$ cat src/rtl/sm_proto_pkg.sv
// Shared definitions for the sm_in/sm_out single-wire handshake, used by the
// initiator and the responder sequencers.
package sm_proto_pkg;

   typedef logic [2:0] sm_state_t;

   localparam sm_state_t ST_IDLE    = 3'd0;
   localparam sm_state_t ST_ARM     = 3'd1;
   localparam sm_state_t ST_RELEASE = 3'd2;
   localparam sm_state_t ST_ACK     = 3'd3;
   localparam sm_state_t ST_CHECK   = 3'd4;
   localparam sm_state_t ST_DONE    = 3'd5;
   localparam sm_state_t ST_ERROR   = 3'd6;

   // Responder line levels: low while idle or writing, high while waiting.
   localparam logic SENSE_IDLE = 1'b0;
   localparam logic SENSE_WAIT = 1'b1;

   localparam int unsigned TIMEOUT_DEFAULT = 64;

   function automatic logic is_wait_state(input sm_state_t s);
      return (s == ST_RELEASE) || (s == ST_CHECK);
   endfunction

endpackage

$ cat src/rtl/sm_timeout_ctr.sv
// Clear/enable cycle counter flagging when LIMIT cycles have been spent waiting.
module sm_timeout_ctr
   import sm_proto_pkg::*;
#(
   parameter int unsigned LIMIT = TIMEOUT_DEFAULT
) (
   input  logic i_clk,
   input  logic i_reset,
   input  logic i_clear,
   input  logic i_enable,
   output logic o_expired
);

   localparam int unsigned CW = (LIMIT > 1) ? $clog2(LIMIT) : 1;
   localparam logic [CW-1:0] LAST = CW'(LIMIT - 1);

   logic [CW-1:0] r_count;

   // Saturates at LAST so a stalled waiter never wraps back below the limit.
   always_ff @(posedge i_clk) begin
      if (i_reset || i_clear) begin
         r_count <= '0;
      end else if (i_enable && (r_count != LAST)) begin
         r_count <= r_count + CW'(1);
      end
   end

   assign o_expired = (r_count == LAST);

endmodule

$ cat src/rtl/sm_initiator.sv
// Initiator side of the sm_in/sm_out handshake: accepts one command, drives the
// write/ack sequence on sm_drive, and reports completion, timeout and a txn count.
module sm_initiator
   import sm_proto_pkg::*;
#(
   parameter int unsigned HOLD_W  = 8,
   parameter int unsigned TIMEOUT = TIMEOUT_DEFAULT,
   parameter int unsigned CNT_W   = 16
) (
   input  logic              i_sm_clock,
   input  logic              i_reset,
   input  logic              i_cmd_valid,
   output logic              o_cmd_ready,
   input  logic [HOLD_W-1:0] i_cmd_hold,
   output logic              o_sm_drive,
   input  logic              i_sm_sense,
   output logic              o_done,
   output logic              o_error,
   input  logic              i_err_clear,
   output logic [CNT_W-1:0]  o_txn_count
);

   sm_state_t         r_state;
   sm_state_t         w_state_d;
   logic [HOLD_W-1:0] r_hold;
   logic [HOLD_W-1:0] r_arm_cnt;
   logic              r_drive;
   logic              r_done;
   logic              r_error;
   logic [CNT_W-1:0]  r_txn_count;
   logic              w_accept;
   logic              w_arm_last;
   logic              w_expired;
   logic              w_tmo_clear;
   logic              w_tmo_enable;

   assign o_cmd_ready = (r_state == ST_IDLE) && (i_sm_sense == SENSE_IDLE);
   assign w_accept    = i_cmd_valid && o_cmd_ready;
   assign w_arm_last  = (r_arm_cnt == (r_hold - HOLD_W'(1)));

   // The expected level takes priority over an expiring timeout in the same cycle.
   always_comb begin
      w_state_d = r_state;
      case (r_state)
         ST_IDLE:    if (w_accept) w_state_d = ST_ARM;
         ST_ARM:     if (w_arm_last) w_state_d = ST_RELEASE;
         ST_RELEASE: begin
            if (i_sm_sense == SENSE_WAIT) w_state_d = ST_ACK;
            else if (w_expired)           w_state_d = ST_ERROR;
         end
         ST_ACK:     w_state_d = ST_CHECK;
         ST_CHECK:   begin
            if (i_sm_sense == SENSE_IDLE) w_state_d = ST_DONE;
            else if (w_expired)           w_state_d = ST_ERROR;
         end
         ST_DONE:    w_state_d = ST_IDLE;
         ST_ERROR:   if (i_err_clear) w_state_d = ST_IDLE;
         default:    w_state_d = ST_IDLE;
      endcase
   end

   assign w_tmo_enable = is_wait_state(r_state);
   assign w_tmo_clear  = is_wait_state(w_state_d) && (w_state_d != r_state);

   sm_timeout_ctr #(
      .LIMIT (TIMEOUT)
   ) u_timeout (
      .i_clk     (i_sm_clock),
      .i_reset   (i_reset),
      .i_clear   (w_tmo_clear),
      .i_enable  (w_tmo_enable),
      .o_expired (w_expired)
   );

   // Outputs are registered from the next state so they line up with it.
   always_ff @(posedge i_sm_clock) begin
      if (i_reset) begin
         r_state     <= ST_IDLE;
         r_hold      <= '0;
         r_arm_cnt   <= '0;
         r_drive     <= 1'b0;
         r_done      <= 1'b0;
         r_error     <= 1'b0;
         r_txn_count <= '0;
      end else begin
         r_state <= w_state_d;
         r_drive <= (w_state_d == ST_ARM) || (w_state_d == ST_ACK);
         r_done  <= (w_state_d == ST_DONE);
         r_error <= (w_state_d == ST_ERROR);
         if (w_state_d == ST_DONE) begin
            r_txn_count <= r_txn_count + CNT_W'(1);
         end
         if (w_accept) begin
            r_hold    <= (i_cmd_hold == '0) ? HOLD_W'(1) : i_cmd_hold;
            r_arm_cnt <= '0;
         end else if (r_state == ST_ARM) begin
            r_arm_cnt <= r_arm_cnt + HOLD_W'(1);
         end
      end
   end

   assign o_sm_drive  = r_drive;
   assign o_done      = r_done;
   assign o_error     = r_error;
   assign o_txn_count = r_txn_count;

endmodule

$ cat config.mk
export PLATFORM = sky130hd
export DESIGN_NAME = sm_initiator
export DESIGN_NICKNAME = d
export VERILOG_FILES = /design/src/rtl/sm_proto_pkg.sv /design/src/rtl/sm_timeout_ctr.sv /design/src/rtl/sm_initiator.sv
export SDC_FILE = /design/constraint.sdc
export NUM_CORES = 1
export LEC_CHECK = 0
export ABC_CLOCK_PERIOD_IN_PS = 3600
export CAP_MARGIN = 20
export CORE_MARGIN = 2
export CORE_UTILIZATION = 54
export DETAILED_ROUTE_END_ITERATION = 10
export GPL_TIMING_DRIVEN = 0
export PLACE_DENSITY = 0.85
export SLEW_MARGIN = 15
export SYNTH_ARGS = -nofsm -noshare
export SYNTH_HDL_FRONTEND = slang
export SYNTH_HIERARCHICAL = 1
export SYNTH_SLANG_ARGS = --single-unit
$ cat constraint.sdc
create_clock -name i_sm_clock -period 3.6 [get_ports i_sm_clock]
set_clock_uncertainty 0.2 [all_clocks]
set_input_delay 0.72 -clock i_sm_clock [delete_from_list [all_inputs] [get_ports i_sm_clock]]
set_output_delay 0.72 -clock i_sm_clock [all_outputs]
set_load 0.02 [all_outputs]
# == Word level (Yosys, flattened, before mapping) ==
# Index checks and enable logic that the tools add are counted.
# classes
n_addsub,4
reduce_logical,11
eq_ne,15
mux,8
bitwise_logic,1
# ops
operator,count
$mux W3,6
$pmux W3 S6,1
$add A16 B1 Y16 const B,1
$eq A3 B3 Y1 const B,5
$eq A3 B2 Y1 const B,4
$add A8 B1 Y8 const B,1
$eq A8 B8 Y1,1
$logic_not A8 Y1,1
$mux W8,1
$sub A8 B1 Y8 const B,1
$add A6 B1 Y6 const B,1
$eq A3 B1 Y1 const B,2
$eq A6 B6 Y1 const B,1
$ne A6 B6 Y1 const B,1
$logic_and A1 B1 Y1,4
$logic_or A1 B1 Y1,4
$logic_not A3 Y1,1
$ne A3 B3 Y1,1
$reduce_or A2 Y1,1
$not A1 Y1,1
# word_totals
inputBits,13
register_bits,44
elab_cells,47

# == Logic depth before layout (Yosys ltp) ==
# Gate-level depths: netlist of the first run.
# logic_depth
word_depth,9
ltp_mapped,10
mapped_depth_nobuf,10

# == Modules after synthesis ==
# Netlist of the first run, hierarchy kept.
# modules_own_cells
module,area_each_um2,instances,cells_each
sm_initiator,1941.9,1,223
sm_timeout_ctr,299.0,1,32

# == Worst setup path after synthesis of the first run ==
# No wires, ideal clock.
# synth_timing
path_kind,reg-to-reg
start,reg r_hold[0]
end,reg u_timeout.r_count[1]
arrival_ns,2.204
n_path_buf,0
stages_incl_launch_ff,11
required_ns,3.270
synth_period_minus_slack_ns,2.534
slack_ns,1.066
setup_ns,0.130
cell_sequence,dfxtp_1 > inv_1 > ha_1 > or3b_2 > a211o_1 > nor4_2 > o2111ai_1 > a21oi_1 > nor2_1 > nand2_1 > mux2i_1
# synth_via
elab_chain_len,8
elab_cells_between_ends,10
classes_between,add/sub (1); eq/ne (4); mux (2); reduce/logical (3)
# synth_rtl
element,line,source
"start, declared",sm_initiator.sv:25,logic [HOLD_W-1:0] r_hold;
"start signal, assigned",sm_initiator.sv:94,r_hold <= (i_cmd_hold == '0) ? HOLD_W'(1) : i_cmd_hold;
$sub A8 B1 Y8 (*),sm_initiator.sv:39,assign w_arm_last = (r_arm_cnt == (r_hold - HOLD_W'(1)));
$eq A8 B8 Y1 (*),sm_initiator.sv:39,
$mux W3 (*),sm_initiator.sv:46,ST_ARM: if (w_arm_last) w_state_d = ST_RELEASE;
$pmux W3 S6 (*),sm_initiator.sv:44,case (r_state)
$eq A3 B2 Y1 or $eq A3 B3 Y1 (tied branches),sm_proto_pkg.sv:22,return (s == ST_RELEASE) || (s == ST_CHECK);
$logic_or A1 B1 Y1,sm_proto_pkg.sv:22,
$logic_and A1 B1 Y1 (*),sm_initiator.sv:63,assign w_tmo_clear = is_wait_state(w_state_d) && (w_state_d != r_state);
named net w_tmo_clear,sm_initiator.sv:34,logic w_tmo_clear;
$logic_or A1 B1 Y1 (*),sm_timeout_ctr.sv:21,if (i_reset || i_clear) begin
"end signal, assigned",sm_timeout_ctr.sv:24,r_count <= r_count + CW'(1);
"end, declared",sm_timeout_ctr.sv:17,logic [CW-1:0] r_count;
# The timed path passes the listed nets; every way through them passes the cells marked *.
# A chain may end at the register's enable or synchronous reset.

# == Worst setup path in the final report of the first run ==
# layout_timing
start,in i_sm_sense
end,out o_cmd_ready
# layout_via
elab_chain_len,2
# layout_rtl
element,line,source
"start, declared",sm_initiator.sv:16,"input logic i_sm_sense,"
$not A1 Y1,--,
$logic_and A1 B1 Y1,sm_initiator.sv:37,assign o_cmd_ready = (r_state == ST_IDLE) && (i_sm_sense == SENSE_IDLE);
"end, declared",sm_initiator.sv:13,"output logic o_cmd_ready,"
# No other way between the ends.

==> impl_summary.log, run 1 <==
INFO  metric run_status = completed
INFO  metric postSynth.asyncResetShare = 0
INFO  metric power_report.internal_total = 0.000692 W
INFO  metric crit_chain = clkdlybuf4s50_1 > nor4_4 > clkdlybuf4s50_1
INFO  metric r2r_path_start = r_hold[0]
INFO  metric floorplan.die_area = 4680 µm²
INFO  metric worstMarginPinSlew = 0.637 ns
INFO  metric hold_slack = 0.284 ns
INFO  metric min_period_over_period = 0.929
INFO  metric antenna_found_initial = 0
INFO  metric detail_route.drc_violations = 0
INFO  metric p_seq_frac = 0.544
INFO  metric clk_latency = 0.31 ns
INFO  metric cp_num_buf_inv = 2
INFO  metric gp_congestion = 0.797
INFO  metric synth_flop_cell = sky130_fd_sc_hd__dfxtp_1
INFO  metric synth_xor_xnor_area_share = 0.106
INFO  metric post_cts_clock_slew_at_the_launch_and_capture_registers_of_the_worst_setup_and_hold_paths = 0.09 ns
INFO  metric arrival = 2.42 ns
INFO  metric power.leakage = 0.971 nW
INFO  metric critPathMostFrequentCell = sky130_fd_sc_hd__clkdlybuf4s50_1
INFO  metric htree_num_levels = 2
INFO  metric clockPowerShare = 0.350
INFO  metric synthesis.instances = 255
INFO  metric period_needed = 3.34 ns
INFO  metric synthAdderAreaFrac = 0.0223
INFO  metric maxCapViolations = 0
INFO  metric main_combinational_cell_family_by_area_after_synthesis = simple AND/OR/NAND/NOR gates
INFO  metric layout.cells.most_common = sky130_fd_sc_hd__dfxtp_1
INFO  metric globalRouteOverflowTotal = 0
INFO  metric placement.cell_area = 2610 µm²
INFO  metric layout.cells.most_common_list = sky130_fd_sc_hd__dfxtp_1, sky130_fd_sc_hd__clkdlybuf4s50_1, sky130_fd_sc_hd__nor2_1, sky130_fd_sc_hd__nand2_1
INFO  metric critPathMaxStageDelay = 0.71 ns
INFO  metric cts_buffer_depth = 2
INFO  metric overall_die_width = 68.4 µm
INFO  metric crit_path_start_kind = input pin
INFO  metric crit_path_start = i_sm_sense
INFO  metric synth_seq_cells = 44
INFO  metric post_cts_hold_buffer_count = 0
INFO  metric drive_gt1_frac = 0.0816
INFO  metric area_growth = 21.2%
INFO  metric pin_count = 33
INFO  metric ys_types = 55
INFO  metric synth_compound_area_frac = 0.137
INFO  metric max_freq = 299 MHz
INFO  metric synth-warning-count = 6
INFO  metric fin_total_pwr = 0.000922 W
INFO  metric post_synth_mux_area_share = 0.0179
INFO  metric critPathKind = in2out
INFO  metric standard_cell_core_area = 4000 µm²
INFO  metric placed_wire_length_estimate_after_detailed_placement = 3450 µm
INFO  metric crit_family = buffers and inverters
INFO  metric cts_tree = done
INFO  metric slew-limit-headroom = 0.572
INFO  metric floorplan.initialDensity = 0.560
INFO  metric drt-initial-drc-count = 113
INFO  metric p_sw_frac = 0.249
INFO  metric net-switching-power = 0.000230 W
INFO  metric fillCellCount = 327
INFO  metric synth.yosys.seq_area_share = 0.393
INFO  metric setup_repair_after_global_routing_missed_its_margin = no
INFO  metric track_usage = 0.220
INFO  metric num_vias = 1956
INFO  metric simple_gate_area_share_of_the_yosys_netlist = 0.286
INFO  metric worstHoldStart = r_hold[1]
INFO  metric multiInputGateArea = 1280 µm²
INFO  metric final.setup.tns = 0 ns
INFO  metric drt.antenna.violating_nets = 0
INFO  metric r2r_slack = 0.68 ns
INFO  metric synth_area_per_cell = 8.79 µm²
INFO  metric place.port_buffers = 31
INFO  metric routedWlPerCell = 13.7 µm
INFO  metric detail_route.first_pass.iterations = 4
INFO  metric final_net_count = 310
INFO  metric cts_buffers = 5
INFO  metric critPathRequiredTime = 2.68 ns
INFO  metric clockRootBuffer = sky130_fd_sc_hd__clkbuf_8
INFO  metric sequential_cell_area = 881 µm²
INFO  metric critical_path_peak_fanout = 9
INFO  metric timing.critical_path.to_type = output port
INFO  metric synthesis.area = 2240 µm²
INFO  metric final-hold-violation-count = 0
INFO  metric worst_path_max_delay_cell = sky130_fd_sc_hd__clkdlybuf4s50_1
INFO  metric wire_length_of_the_first_global_routing_pass = 7730 µm
INFO  metric finalWirelength = 4720 µm
INFO  metric clock-sinks = 44
INFO  metric std_cell_rows = 23
INFO  metric portion_of_total_power_attributed_to_combinational_logic = 0.105
INFO  metric first_global_vias = 1771
INFO  metric post_route_design_area = 2720 µm²
INFO  metric net_count_synth = 272
INFO  metric insertedDiodeCount = 0
INFO  metric dieHeight = 68.4 µm
INFO  metric irDropWorstVdd = 0.000200 V
INFO  metric drt-vias-per-instance = 5.69
INFO  metric largest_net_degree_at_the_start_of_global_routing = 14
INFO  metric synth-edff-count = 0
INFO  metric setup_viol = 0
INFO  metric hold_path.class = reg2reg
INFO  metric p_per_area = 340 nW/µm²
INFO  metric drv_slew = 0
## cells in the mapped netlist, types with 2 or more instances
cell type                  count  area, µm²
sky130_fd_sc_hd__nor3_1        6       30.0
sky130_fd_sc_hd__nand2_1      22       82.6
sky130_fd_sc_hd__inv_1         9       33.8
sky130_fd_sc_hd__ha_1          4       50.1
sky130_fd_sc_hd__or2_2         2       12.5
sky130_fd_sc_hd__o211a_1       3       30.0
sky130_fd_sc_hd__clkbuf_1      3       11.3
sky130_fd_sc_hd__nand3_1      10       50.1
sky130_fd_sc_hd__and4b_1       2       20.0
sky130_fd_sc_hd__xnor2_1      16        140
sky130_fd_sc_hd__a21oi_1      16       80.1
sky130_fd_sc_hd__and3_1        3       18.8
sky130_fd_sc_hd__buf_6         2       22.5
sky130_fd_sc_hd__nor2_1       29        109
sky130_fd_sc_hd__nor4_2        2       25.0
sky130_fd_sc_hd__buf_2         2       10.0
sky130_fd_sc_hd__o21a_1        2       15.0
sky130_fd_sc_hd__a31oi_1       3       18.8
sky130_fd_sc_hd__xor2_1       11       96.3
sky130_fd_sc_hd__nor4_1        9       56.3
sky130_fd_sc_hd__nand4_1       7       43.8
sky130_fd_sc_hd__dfxtp_1      44        881
sky130_fd_sc_hd__mux2i_1       4       40.0
sky130_fd_sc_hd__or3_1         4       25.0
sky130_fd_sc_hd__o22a_1        2       17.5
sky130_fd_sc_hd__o21ai_0       6       30.0
sky130_fd_sc_hd__nand2b_1      3       18.8
sky130_fd_sc_hd__buf_1         2       7.51
## cell families after synthesis
logic type	count (synthesis)
AO/OA/AOI/OAI	45
XOR/XNOR	27
adder cells (fa/ha/maj)	4
buffers and inverters	18
flip-flops	44
multiplexers	4
AND/OR/NAND/NOR	113
## through the flow
stage	worst slack (ns)	utilization	std cells
after floorplan	1.07	-	255
after detailed placement	0.0348	0.653	336
after global routing	0.194	0.679	344
after CTS	0.0348	0.677	344
final	0.257	0.679	344
after global placement	0.0683	0.653	336
## worst register-to-register path: cells and delay by family, from the launching register on
family                     cells  cell delay [ns]
AOI/OAI and AO/OA              3             0.95
adders and majority gates      1             0.24
buffers and inverters          1             0.08
DFF                            1             0.34
muxes                          1             0.06
and+or+nand+nor                4             0.93
## power groups by stage
stage                     registers, W  clock network [W]  logic [W]
after global routing          0.000503           0.000348   0.000108
after CTS                     0.000502           0.000331  0.0000965
after floorplan               0.000512                  0  0.0000629
final                         0.000502           0.000323  0.0000972
after global placement        0.000513                  0  0.0000929
after detailed placement      0.000513                  0  0.0000956
## flip-flops by register name, summed over array words and instances, names as in the netlist
| signal | cells |
|---|---|
| o_done | 1 |
| o_error | 1 |
| o_sm_drive | 1 |
| o_txn_count | 16 |
| r_arm_cnt | 8 |
| r_hold | 8 |
| r_state | 3 |
| u_timeout/r_count | 6 |
## routing by layer
| metal | track usage | routed length [µm] | up-vias |
|---|---|---|---|
| met1 | 0.289 | 2170 | 924 |
| met4 | 0.0675 | 51 | 0 |
| met5 | 0 | 0 | - |
| met2 | 0.351 | 2280 | 37 |
| met3 | 0.0576 | 216 | 5 |
| li1 | - | - | 990 |
## area by class of cell
class,count,area share
Timing Repair Buffer,31,0.114
Inverter,9,0.0124
Tap cell,50,0.0230
Multi-Input combinational cell,193,0.473
Clock buffer,6,0.0304
Clock inverter,2,0.00369
Sequential cell,44,0.324
Buffer,9,0.0189
## what timing repair did
item,4_1_cts,5_1_grt
endpoints found under the setup margin,0,1
resized for setup,0,1
buffers inserted,0,0
## final timing paths
kind / to / cells after the start
setup / recovery: o_cmd_ready / 3
hold / removal: r_hold[1] / 2
setup reg to reg: u_timeout/r_count[1] / 10
hold reg to reg: r_hold[1] / 2
Power figures use the tool's default switching activity.
==> inputs of run 2 (changes only) <==
--- a/config.mk
+++ b/config.mk
@@ -5,7 +5,7 @@
 export SDC_FILE = /design/constraint.sdc
 export NUM_CORES = 1
 export LEC_CHECK = 0
-export ABC_CLOCK_PERIOD_IN_PS = 3600
+export ABC_CLOCK_PERIOD_IN_PS = 3400
 export CAP_MARGIN = 20
 export CORE_MARGIN = 2
 export CORE_UTILIZATION = 54
==> constraint.sdc (replaced) <==
create_clock -name i_sm_clock -period 3.4 [get_ports i_sm_clock]
set_clock_uncertainty 0.2 [all_clocks]
set_input_delay 0.68 -clock i_sm_clock [delete_from_list [all_inputs] [get_ports i_sm_clock]]
set_output_delay 0.68 -clock i_sm_clock [all_outputs]
set_load 0.1 [all_outputs]
==> impl_summary.log, run 2 (synthesis results as in run 1) <==
INFO  metric largest_net_degree_at_the_start_of_global_routing = 16 (+2)
INFO  metric antenna_found_initial = 0 (unchanged)
INFO  metric clock-sinks = 44 (unchanged)
INFO  metric final-hold-violation-count = 0 (unchanged)
INFO  metric detail_route.first_pass.iterations = 4 (unchanged)
INFO  metric wire_length_of_the_first_global_routing_pass = 7390 µm (-4.5%)
INFO  metric floorplan.initialDensity = 0.560 (unchanged)
INFO  metric worstMarginPinSlew = 0.987 ns (+0.350 ns)
INFO  metric overall_die_width = 68.4 µm (unchanged)
INFO  metric dieHeight = 68.4 µm (unchanged)
INFO  metric fillCellCount = 329 (+0.61%)
INFO  metric cts_tree = done
INFO  metric standard_cell_core_area = 4000 µm² (unchanged)
INFO  metric power.leakage = 0.975 nW (+0.47%)
INFO  metric first_global_vias = 1677 (-5.3%)
INFO  metric insertedDiodeCount = 0 (unchanged)
INFO  metric pin_count = 33 (unchanged)
INFO  metric critPathRequiredTime = 2.52 ns (-0.16 ns)
INFO  metric std_cell_rows = 23 (unchanged)
INFO  metric drive_gt1_frac = 0.0850 (+0.00340)
INFO  metric post-route-worst-setup-slack = 0.180 ns (-0.0765 ns)
INFO  metric area_growth = 22.2%
INFO  metric finalWirelength = 4520 µm (-4.3%)
INFO  metric layout.cells.most_common = sky130_fd_sc_hd__dfxtp_1
INFO  metric clk_latency = 0.30 ns (about the same)
INFO  metric hold_path.class = reg2reg
INFO  metric final.setup.tns = 0 ns (unchanged)
INFO  metric detailedPlace.worstSlack = -0.410 ns (-0.445 ns)
INFO  metric post_cts_hold_buffer_count = 0 (unchanged)
INFO  metric critPathKind = in2out
INFO  metric max_reg_flops = 16 (unchanged)
INFO  metric place.port_buffers = 31 (unchanged)
INFO  metric track_usage = 0.209 (-0.0108)
INFO  metric drt-initial-drc-count = 106 (-6.2%)
INFO  metric irDropWorstVdd = 0.000162 V (-19%)
INFO  metric crit_path_start_kind = input pin
INFO  metric run_status = completed
INFO  metric num_vias = 1929 (-1.4%)
INFO  metric cts_buffers = 5 (unchanged)
INFO  metric drt-vias-per-instance = 5.61 (-1.4%)
INFO  metric crit_chain = clkdlybuf4s50_1 > nor4_4 > clkdlybuf4s15_2
INFO  metric maxCapViolations = 0 (unchanged)
INFO  metric cp_num_buf_inv = 2 (unchanged)
INFO  metric placed_wire_length_estimate_after_detailed_placement = 3290 µm (-4.6%)
INFO  metric drt.antenna.violating_nets = 0 (unchanged)
INFO  metric crit_family = buffers and inverters
INFO  metric critical_path_peak_fanout = 9 (unchanged)
INFO  metric setup_viol = 0 (unchanged)
INFO  metric worst_path_max_delay_cell = sky130_fd_sc_hd__clkdlybuf4s15_2
INFO  metric gp_congestion = 0.822 (+3.1%)
INFO  metric post_cts_clock_slew_at_the_launch_and_capture_registers_of_the_worst_setup_and_hold_paths = 0.09 ns (about the same)
INFO  metric timing.critical_path.to_type = output port
INFO  metric cts_post_setup_buffers_inserted = 0 (unchanged)
INFO  metric drv_slew = 0 (unchanged)
INFO  metric globalRouteOverflowTotal = 0 (unchanged)
INFO  metric min_period_over_period = 0.947
INFO  metric post_cts_sizing_count = 3 (+3)
INFO  metric final_net_count = 310 (unchanged)
INFO  metric htree_num_levels = 2 (unchanged)
INFO  metric period_needed = 3.22 ns
INFO  metric critPathMaxStageDelay = 0.64 ns (-0.07 ns)
INFO  metric layout.cells.most_common_list = sky130_fd_sc_hd__dfxtp_1, sky130_fd_sc_hd__clkdlybuf4s50_1, sky130_fd_sc_hd__nor2_1, sky130_fd_sc_hd__nand2_1
INFO  metric detail_route.drc_violations = 0 (unchanged)
INFO  metric clockRootBuffer = sky130_fd_sc_hd__clkbuf_8
INFO  metric setup_repair_after_global_routing_missed_its_margin = no
INFO  metric p_per_area = 384 nW/µm² (+13%)
INFO  metric routedWlPerCell = 13.1 µm (-4.3%)
INFO  metric max_freq = 311 MHz
INFO  metric floorplan.die_area = 4680 µm² (unchanged)
INFO  metric arrival = 2.34 ns (-0.08 ns)
INFO  metric slew-limit-headroom = 0.340 (-0.232)
INFO  metric layout.core_utilization = 0.685 (+0.00594)
INFO  metric cts_buffer_depth = 2 (unchanged)
-- run 2: per-layer routing --
metal / GRT usage / share of wire / wire length, µm
met3: 0.0559 / 0.049 / 221
met1: 0.267 / 0.47 / 2120
met5: 0 / 0 / 0
met2: 0.338 / 0.47 / 2120
met4: 0.0725 / 0.012 / 55
-- run 2: power by group --
part	leakage (nW)	internal [W]	switching [W]
clock	0.0548	0.000221	0.000186
sequential	0.356	0.000523	0.00000892
combinational	0.565	0.0000473	0.0000659
-- run 2: layout make-up --
class	instances	area, µm²	area share
clock buffer	5	68.8	0.0251
tap	50	62.6	0.0228
inverter	9	33.8	0.0123
multi-input combinational	193	1280	0.469
buffer	9	51.3	0.0187
clock inverter	3	46.3	0.0169
timing repair buffer	31	312	0.114
sequential	44	881	0.322
-- run 2: final timing paths --
kind,from,end,slack (ns),cells after the start
setup / recovery,i_sm_sense,o_cmd_ready,0.18,3
hold / removal,r_hold[7],r_hold[7],0.27,2
setup reg to reg,r_hold[0],u_timeout/r_count[0],0.44,10
hold reg to reg,r_hold[7],r_hold[7],0.27,2
-- run 2: through the flow --
step	total power (W)	instances	instance area [µm²]	hold slack, ns
global route	0.00110	344	2740	0.298
global placement	0.000654	336	2620	0.257
floorplan	0.000621	255	2250	0.249
finish	0.00105	344	2740	0.274
CTS	0.00106	344	2740	0.277
detailed placement	0.000656	336	2620	0.264
-- run 2: worst reg2reg max path, stage by stage, from the launching register on --
cell	delay [ns]
sky130_fd_sc_hd__dfxtp_1	0.35
sky130_fd_sc_hd__inv_1	0.08
sky130_fd_sc_hd__ha_1	0.24
sky130_fd_sc_hd__or3b_2	0.46
sky130_fd_sc_hd__a211o_1	0.31
sky130_fd_sc_hd__nor4_2	0.20
sky130_fd_sc_hd__o2111ai_1	0.26
sky130_fd_sc_hd__a21oi_1	0.40
sky130_fd_sc_hd__nor2_1	0.18
sky130_fd_sc_hd__nand2_1	0.10
sky130_fd_sc_hd__mux2i_1	0.06
